File: config.mk
export PLATFORM = sky130hd
export DESIGN_NAME = lsu_stage
export DESIGN_NICKNAME = d
export VERILOG_FILES = /design/src/rtl/lsu_stage.sv
export SDC_FILE = /design/constraint.sdc
export NUM_CORES = 1
export LEC_CHECK = 0
export BUFFER_PORTS_ARGS = -buffer_cell sky130_fd_sc_hd__buf_2
export CORE_MARGIN = 1
export CORE_UTILIZATION = 25
export CTS_BUF_LIST = sky130_fd_sc_hd__clkbuf_8 sky130_fd_sc_hd__clkbuf_16
export DETAILED_ROUTE_END_ITERATION = 16
export MAX_ROUTING_LAYER = met4
export PLACE_DENSITY = 0.44
export SKIP_LAST_GASP = 1
export SYNTH_ARGS = -nofsm -noshare
export SYNTH_HDL_FRONTEND = slang
export SYNTH_SLANG_ARGS = --single-unit
export TNS_END_PERCENT = 10
File: constraint.sdc
create_clock -name clk -period 6.09 [get_ports clk]
set_input_delay 0.609 -clock clk [delete_from_list [all_inputs] [get_ports clk]]
set_output_delay 0.609 -clock clk [all_outputs]
set_load 0.02 [all_outputs]
File: src/rtl/lsu_stage.sv
// Single-outstanding load/store unit behind the ALU: one aligned 64-bit memory
// transaction per instruction, with byte-lane steering and load extension.
module lsu_stage #(
    parameter int XLEN   = 64,
    parameter int ADDR_W = 64
) (
    input  logic              clk,
    input  logic              rst,
    input  logic              in_valid,
    output logic              in_ready,
    input  logic              in_is_store,
    input  logic [2:0]        in_funct3,
    input  logic [ADDR_W-1:0] in_addr,
    input  logic [XLEN-1:0]   in_wdata,
    input  logic [4:0]        in_rd,
    output logic              mem_req_valid,
    input  logic              mem_req_ready,
    output logic [ADDR_W-1:0] mem_req_addr,
    output logic              mem_req_we,
    output logic [XLEN-1:0]   mem_req_wdata,
    output logic [7:0]        mem_req_wmask,
    input  logic              mem_rsp_valid,
    input  logic [XLEN-1:0]   mem_rsp_rdata,
    output logic              out_valid,
    input  logic              out_ready,
    output logic [XLEN-1:0]   out_data,
    output logic [4:0]        out_rd,
    output logic              out_we,
    output logic              out_err
);

    typedef enum logic [1:0] {IDLE, REQ, WAIT, DONE} state_t;

    state_t     state;
    logic       is_store_q;
    logic [2:0] funct3_q;
    logic [2:0] off_q;
    logic [2:0] in_off;

    assign in_off   = in_addr[2:0];
    assign in_ready = (state == IDLE);

    // funct3[1:0] encodes the access size for both loads and stores.
    function automatic logic access_legal(input logic is_store, input logic [2:0] f3,
                                          input logic [2:0] off);
        logic ok;
        ok = is_store ? !f3[2] : (f3 != 3'b111);
        case (f3[1:0])
            2'd1:    ok = ok && (off[0] == 1'b0);
            2'd2:    ok = ok && (off[1:0] == 2'b00);
            2'd3:    ok = ok && (off == 3'b000);
            default: ok = ok;
        endcase
        return ok;
    endfunction

    function automatic logic [7:0] lane_mask(input logic [1:0] size, input logic [2:0] off);
        logic [7:0] base;
        case (size)
            2'd0:    base = 8'h01;
            2'd1:    base = 8'h03;
            2'd2:    base = 8'h0F;
            default: base = 8'hFF;
        endcase
        return base << off;
    endfunction

    // Truncate before shifting so lanes outside the mask carry zeros.
    function automatic logic [XLEN-1:0] lane_wdata(input logic [1:0] size, input logic [2:0] off,
                                                   input logic [XLEN-1:0] data);
        logic [XLEN-1:0] sized;
        case (size)
            2'd0:    sized = {{(XLEN-8){1'b0}}, data[7:0]};
            2'd1:    sized = {{(XLEN-16){1'b0}}, data[15:0]};
            2'd2:    sized = {{(XLEN-32){1'b0}}, data[31:0]};
            default: sized = data;
        endcase
        return sized << {off, 3'b000};
    endfunction

    function automatic logic [XLEN-1:0] load_extract(input logic [2:0] f3, input logic [2:0] off,
                                                     input logic [XLEN-1:0] rdata);
        logic [XLEN-1:0] lane;
        logic [XLEN-1:0] res;
        lane = rdata >> {off, 3'b000};
        case (f3)
            3'b000:  res = {{(XLEN-8){lane[7]}}, lane[7:0]};
            3'b001:  res = {{(XLEN-16){lane[15]}}, lane[15:0]};
            3'b010:  res = {{(XLEN-32){lane[31]}}, lane[31:0]};
            3'b100:  res = {{(XLEN-8){1'b0}}, lane[7:0]};
            3'b101:  res = {{(XLEN-16){1'b0}}, lane[15:0]};
            3'b110:  res = {{(XLEN-32){1'b0}}, lane[31:0]};
            default: res = lane;
        endcase
        return res;
    endfunction

    always_ff @(posedge clk or posedge rst) begin
        if (rst) begin
            state         <= IDLE;
            is_store_q    <= 1'b0;
            funct3_q      <= 3'b000;
            off_q         <= 3'b000;
            mem_req_valid <= 1'b0;
            mem_req_addr  <= '0;
            mem_req_we    <= 1'b0;
            mem_req_wdata <= '0;
            mem_req_wmask <= 8'h00;
            out_valid     <= 1'b0;
            out_data      <= '0;
            out_rd        <= 5'd0;
            out_we        <= 1'b0;
            out_err       <= 1'b0;
        end else begin
            case (state)
                IDLE: begin
                    if (in_valid) begin
                        is_store_q <= in_is_store;
                        funct3_q   <= in_funct3;
                        off_q      <= in_off;
                        out_rd     <= in_rd;
                        if (access_legal(in_is_store, in_funct3, in_off)) begin
                            state         <= REQ;
                            mem_req_valid <= 1'b1;
                            mem_req_addr  <= {in_addr[ADDR_W-1:3], 3'b000};
                            mem_req_we    <= in_is_store;
                            mem_req_wmask <= in_is_store ? lane_mask(in_funct3[1:0], in_off) : 8'h00;
                            mem_req_wdata <= in_is_store ?
                                             lane_wdata(in_funct3[1:0], in_off, in_wdata) : '0;
                        end else begin
                            state     <= DONE;
                            out_valid <= 1'b1;
                            out_err   <= 1'b1;
                            out_we    <= 1'b0;
                            out_data  <= '0;
                        end
                    end
                end
                REQ: begin
                    if (mem_req_ready) begin
                        state         <= WAIT;
                        mem_req_valid <= 1'b0;
                        mem_req_addr  <= '0;
                        mem_req_we    <= 1'b0;
                        mem_req_wdata <= '0;
                        mem_req_wmask <= 8'h00;
                    end
                end
                WAIT: begin
                    if (mem_rsp_valid) begin
                        state     <= DONE;
                        out_valid <= 1'b1;
                        out_err   <= 1'b0;
                        out_we    <= !is_store_q;
                        out_data  <= is_store_q ? '0 : load_extract(funct3_q, off_q, mem_rsp_rdata);
                    end
                end
                DONE: begin
                    if (out_ready) begin
                        state     <= IDLE;
                        out_valid <= 1'b0;
                        out_data  <= '0;
                        out_rd    <= 5'd0;
                        out_we    <= 1'b0;
                        out_err   <= 1'b0;
                    end
                end
                default: state <= IDLE;
            endcase
        end
    end

endmodule

==> metrics.md, run 1 <==
| Metric | Value |
|---|---|
| Ys flop type | dfrtp_1 |
| FF+latch count, synth | 216 |
| Synth cell types | 64 |
| Sequential element share of the synthesized area | 45.84% |
| Global-route wire length before repair | 69440 um |
| Initial antenna violation count | 1 |
| Worst Skew | 0.02242 ns |
| Clock slew at reported path FFs | 0.06 ns |
| Routed Wire Length | 46780 um |
| Antenna viol nets, final | 0 |
| Largest buffer count on any clock path | 3 |
| Power Density | 481.0 mW/mm^2 |
| Core ar. | 0.04656 sq mm |
| Fin. max-slew vios | 0 |
| # rows | 79 |
| FMAX | 303.7 MHz |
| Mapped Cells | 1198 |
| Leakage | 7.784 nW |
| GRT overflow | 0 |
| Hold/Removal Path Class | in2reg |
| I/O Pins | 418 |
| Fin Setup TNS | 0 ns |
| Critical Path AT | 3.75 ns |
| TritonCTS clock tree | done |
| RSZ-0062 raised after global routing | false |
| Max_cap viols | 0 |
| Synth cell count leaders | dfrtp_1, nand2_1, mux2i_1 |
| Peak supply drop | 230.2 uV |
| Count of flip-flops with a built-in enable after synthesis | 0 |
| Largest net degree at the start of global routing | 152 |
| Final setup viols | 0 |
| Fin crit share | 54.06% |
| R2R setup slack | 2.80 ns |
| Most frequent cell after synthesis | dfrtp_1 |
| DRC | 0 |
| Clk_lat worst skew | 0.56 ns |
| Routed WL per cell | 21.53 um |
| Final hold viol count | 0 |
| Syn_area_per_cell | 9.842 sq um |
| Status | finished clean |
| CTS Buf Count | 27 |
| Port Buffers | 414 |
| Yosys top cell area share | 45.84% |
| Post-layout minimum cycle time | 3.292 ns |
| Drt initial violations | 722 |
| Overall die height | 219.2 um |
| Post-CTS Setup Inserts | 0 |
| Vias in the first global route | 10950 |
| Crit. End Element | flop |
| Startpoint types | flop |
| Yosys warns | 0 |
| Max Fanout on Critical Path | 32 |
| # fillers | 4885 |
| Layout cell share with drive strength beyond 1 | 33.61% |
| Global Route Usage Sum | 19.53% |
| P&R area growth vs syn | 28.67% |
| Root Buffer | clkbuf_16 |
| RD Place Congestion | 0.8563 |
| Vias post-DR | 11010 |
| Synth area leader | dfrtp_1 |
| Chip width | 219.2 um |
| Die area | 0.04804 sq mm |
| Final HPWL DP | 33720 um |
| Synth area leaders | dfrtp_1, mux2i_1, a22o_1, nand2_1, o21ai_0 |
| Slew Limit Headroom | 31.59% |
| Synth Cell Area | 0.01179 sq mm |
| Routed vias/inst | 5.067 |
| Clk sinks | 216 |
| Nets@finish | 1758 |
| Register Area | 0.005408 sq mm |
| Cells after DPL | 2124 |
| # H-tree levels | 1 |
| Actual slew at the worst max-slew pin | 1.022 ns |
| Starting density of the core | 25.33% |
| Ys async rst share | 100.0% |
| Final cell count without fillers | 2173 |
| CP Data Required Time | 6.54 ns |
| Area of the multi-input gates | 0.005838 sq mm |
| Setup CP Type | reg2reg |
| First drt pass iteration count | 5 |
-- state kept, by name, summed over array words and instances (netlist names) --
signal         count
funct3_q           3
is_store_q         1
mem_req_addr      61
mem_req_valid      1
mem_req_wdata     64
mem_req_we         1
mem_req_wmask      8
off_q              3
out_data          64
out_err            1
out_rd             5
out_valid          1
out_we             1
state              2
-- per-stage QoR --
step | total power, mW | worst slack (ns) | util [%] | hold WS [ns] | area [sq um]
2_1_floorplan | 4.539 | 2.669 | - | 0.4800 | 11800
3_3_place_gp | 5.715 | 2.627 | 30.65 | 0.4597 | 14270
3_5_place_dp | 5.728 | 2.474 | 30.65 | 0.4633 | 14270
4_1_cts | 7.393 | 2.809 | 32.58 | 0.2353 | 15170
5_1_grt | 7.756 | 2.668 | 32.59 | 0.2509 | 15170
6_report | 7.298 | 2.798 | 32.59 | 0.2660 | 15170
-- final cells by class --
class,count,area share (%)
sequential,216,35.64
inverter,17,0.4453
clock inverter,12,0.6845
clock buffer,35,5.179
timing repair buffer,430,14.55
tap,607,5.006
multi-input combinational,855,38.48
antenna,1,0.01649
-- cells by family after synthesis --
kind of cell	count (synthesis)	synth area share, %
AO/OA/AOI/OAI	413	25.33
AND/OR/NAND/NOR	303	11.46
flip-flops	216	45.84
multiplexers	132	12.02
buffers and inverters	129	4.892
adder cells (fa/ha/maj)	4	0.4245
other	1	0.03180
-- per-layer routing --
metal / up-vias / part of all wire, % / GRT usage, %
met1: 5425 / 44 / 25.28
met2: 419 / 46 / 30.44
met4: 0 / 2.2 / 5.278
li1: 5115 / - / -
met5: - / 0 / -
met3: 52 / 7.6 / 4.560
-- layout by cell type, fill, tap and decap left out, types with 17 or more instances in the layout --
cell         n
nor2b_1     18
mux2i_1    118
nor2_1      59
o21ai_0    101
buf_2      414
inv_1       22
a22o_1      87
a31oi_1     17
a21oi_1     47
dfrtp_1    214
nand2_1    162
clkbuf_16   27
o21ai_2     31
-- power by group --
group / switching, mW / internal [mW] / total, mW
sequential: 0.374 / 1.92 / 2.29
combinational: 2.22 / 1.17 / 3.39
clock: 0.642 / 0.978 / 1.62
total: 3.23 / 4.07 / 7.30
-- worst max-delay path, stage by stage (launching register included) --
cell and delay, ns:
dfrtp_1 0.37, inv_1 0.08, ha_1 0.31, nor2b_1 0.25, a2111oi_2 0.62, o211a_1 0.79, o31ai_4 0.14, buf_4 0.31
o21ai_0 0.25
-- timing repair --
item,in CTS,in global routing
resized for setup,0,0
hold endpoints to repair,5,0
hold buffers,1,0
-- path summary, 6_finish.rpt --
| kind | start | end | cells past startpoint |
|---|---|---|---|
| worst max-delay path | state[0]$_DFFE_PP0P_ | out_data[62]$_DFFE_PP0P_ | 8 |
| worst min-delay path | in_addr[43] | mem_req_addr[43]$_DFFE_PP0P_ | 2 |
| worst max register to register | state[0]$_DFFE_PP0P_ | out_data[62]$_DFFE_PP0P_ | 8 |
| worst min register to register | out_data[33]$_DFFE_PP0P_ | out_data[33]$_DFFE_PP0P_ | 2 |
| max in group asynchronous | rst | out_data[11]$_DFFE_PP0P_ | 4 |
| min in group asynchronous | rst | out_rd[1]$_DFFE_PP0P_ | 3 |
Power figures use the tool's default switching activity.
==> run 2: changes to the inputs <==
--- a/config.mk
+++ b/config.mk
@@ -11,7 +11,7 @@
 export CTS_BUF_LIST = sky130_fd_sc_hd__clkbuf_8 sky130_fd_sc_hd__clkbuf_16
 export DETAILED_ROUTE_END_ITERATION = 16
 export MAX_ROUTING_LAYER = met4
-export PLACE_DENSITY = 0.44
+export PLACE_DENSITY = 0.43
 export SKIP_LAST_GASP = 1
 export SYNTH_ARGS = -nofsm -noshare
 export SYNTH_HDL_FRONTEND = slang
==> constraint.sdc (replaced) <==
create_clock -name clk -period 3.1 [get_ports clk]
set_input_delay 0.31 -clock clk [delete_from_list [all_inputs] [get_ports clk]]
set_output_delay 0.31 -clock clk [all_outputs]
set_load 0.02 [all_outputs]
==> run 2 against run 1 <==
  * Setup slack worse by 2.4 ns
  * Global-route usage up 1.0 points
  * Sequential share of layout area down 2.4 points
  * Clock-buffer cell count up 1
  * Via count up 3.6%
  * First-iteration DRC count up 41%
  * Clock skew down 0.014 ns
  * Fmax up 23%
  * Core utilization up 2.3 points
  * Largest cell class unchanged
  * Largest power group unchanged
==> metrics.md, run 2 (synthesized netlist as in run 1, its figures left out) <==
| Metric | Value |
|---|---|
| Most common cell after layout, fill and taps aside | buf_2 |
| Crit path max-delay family | compound AO/OA/AOI/OAI gates |
| Global-route wire length before repair | 72760 um |
| Peak supply drop | 550.0 uV |
| # fillers | 4822 |
| Crit-path slowest cell | o211a_1 |
| R2r endpoint | out_data[62]$_DFFE_PP0P_ |
| Design Area, Final | 0.01626 sq mm |
| Actual slew at the worst max-slew pin | 1.004 ns |
| RSZ-0062 raised after global routing | false |
| P&R area growth vs syn | 37.93% |
| Largest buffer count on any clock path | 3 |
| Final hold viol count | 0 |
| Final HPWL DP | 35640 um |
| Startpoint types | flop |
| Commonest non-fill, non-tap cells in the layout | buf_2, dfrtp_1, nand2_1 |
| Layout cell share with drive strength beyond 1 | 33.87% |
| TritonCTS clock tree | done |
| Cells after DPL | 2152 |
| Max Fanout on Critical Path | 27 |
| Slew Limit Headroom | 32.84% |
| Overall die height | 219.2 um |
| Max_cap viols | 0 |
| DRC | 0 |
| Placed instance area | 0.01456 sq mm |
| Post-CTS Resized | 0 |
| Clk_lat worst skew | 0.56 ns |
| Worst path max stage delay | 0.43 ns |
| Port Buffers | 414 |
| RR Startpoint | state[0]$_DFFE_PP0P_ |
| CP Data Required Time | 3.56 ns |
| Die area | 0.04804 sq mm |
| Core ar. | 0.04656 sq mm |
| Vias post-DR | 11410 |
| I/O Pins | 418 |
| Drt initial violations | 1019 |
| Leakage | 8.277 nW |
| Initial antenna violation count | 3 |
| Clock slew at reported path FFs | 0.06 ns |
| R2R setup slack | 0.43 ns |
| Crit. End Element | flop |
| Global Route Usage Sum | 20.57% |
| Largest net degree at the start of global routing | 96 |
| Pre-CTS setup slack | 0.4739 ns |
| Largest regs | mem_req_wdata x64, out_data x64, mem_req_addr x61 |
| Setup WS post-layout | 0.4275 ns |
| Routed vias/inst | 5.024 |
| Setup CP Type | reg2reg |
| GRT overflow | 0 |
| First drt pass iteration count | 5 |
| Most frequent CP cell | buf_4 |
| Hold/Removal Path Class | in2reg |
| Starting density of the core | 25.33% |
| FMAX | 374.2 MHz |
| Worst Skew | 0.007974 ns |
| Hold Path Origin | in_wdata[6] |
| Root Buffer | clkbuf_16 |
| Fin crit share | 86.21% |
| Final cell count without fillers | 2271 |
| # rows | 79 |
| Antenna viol nets, final | 0 |
| Post-layout minimum cycle time | 2.673 ns |
| Register Area | 0.005408 sq mm |
| Fin. max-slew vios | 0 |
| Vias in the first global route | 11520 |
| FF-to-FF path depth | 9 |
| RD Place Congestion | 0.9093 |
| # H-tree levels | 1 |
| Critical path, cell by cell | inv_1, ha_1, nor2b_1, a2111oi_2, buf_4, o211a_1, o31ai_4, buf_4, o21ai_0 |
| Final setup viols | 0 |
| Routed WL per cell | 21.62 um |
| Power Density | 928.8 mW/mm^2 |
| Worst Path Buf+Inv | 3 |
| Status | finished clean |
| Nets@finish | 1852 |
| Hold EP | mem_req_wdata[6]$_DFFE_PP0P_ |
| Clk sinks | 216 |
| Hold path depth | 2 |
| Final Core Density | 34.94% |
| Chip width | 219.2 um |
| Critical Path AT | 3.14 ns |
| CTS Buf Count | 28 |
| Area of the multi-input gates | 0.005838 sq mm |
| Routed Wire Length | 49100 um |
==> run 2: changes by cell type in the layout (fill, tap and decap cells not counted), sizes merged <==
cell	before	now
clkinv	2	7
buf	429	457
clkbuf	35	36
dlygate4sd3	1	66
bufinv	2	6
diode	1	2
inv	24	18
==> run 2: layout make-up <==
cell class                 count  share of cell area [%]
clock inverter                15                   1.362
sequential                   216                   33.25
multi-input combinational    855                   35.90
inverter                      17                  0.4154
antenna                        2                 0.03077
timing repair buffer         523                   19.32
clock buffer                  36                   5.054
tap                          607                   4.670
==> run 2: what timing repair did <==
action | CTS | global route
setup buffers | 0 | 0
hold endpoints to repair | 81 | 0
hold buffers | 66 | 0
==> run 2: worst max-delay path by stage <==
| stage | startpoint | endpoint | slack, ns | cells past startpoint |
|---|---|---|---|---|
| after floorplan | rst | funct3_q[0]$_DFFE_PP0P_ | -0.02 | 1 |
| after global placement | state[0]$_DFFE_PP0P_ | out_data[62]$_DFFE_PP0P_ | 0.53 | 9 |
| after detailed placement | state[0]$_DFFE_PP0P_ | out_data[62]$_DFFE_PP0P_ | 0.47 | 9 |
| after CTS | state[0]$_DFFE_PP0P_ | out_data[63]$_DFFE_PP0P_ | 0.42 | 9 |
| after global routing | state[0]$_DFFE_PP0P_ | out_data[63]$_DFFE_PP0P_ | 0.18 | 9 |
| final | state[0]$_DFFE_PP0P_ | out_data[62]$_DFFE_PP0P_ | 0.43 | 9 |
==> run 2: power breakdown <==
| group | switching, mW | internal, mW |
|---|---|---|
| Clock | 1.32 | 2.35 |
| Sequential | 0.757 | 3.77 |
| Combinational | 4.42 | 2.50 |
==> run 2: stage by stage <==
stage	setup TNS [ns]	power, mW	hold slack, ns
after floorplan	-4.780	8.916	0.4425
after global placement	0	11.44	0.3664
after detailed placement	0	11.45	0.3735
after CTS	0	15.30	0.006234
after global routing	0	16.04	0.02187
final	0	15.11	0.04661
==> run 2: metal layers <==
metal,share of wire [%],routed length [um],vias to the layer above,global-route usage [%]
li1,-,-,5304,-
met3,7.0,3461,65,4.283
met4,2.3,1130,0,5.093
met1,44,21380,5610,26.65
met2,47,23120,430,32.64
met5,0,0,-,-
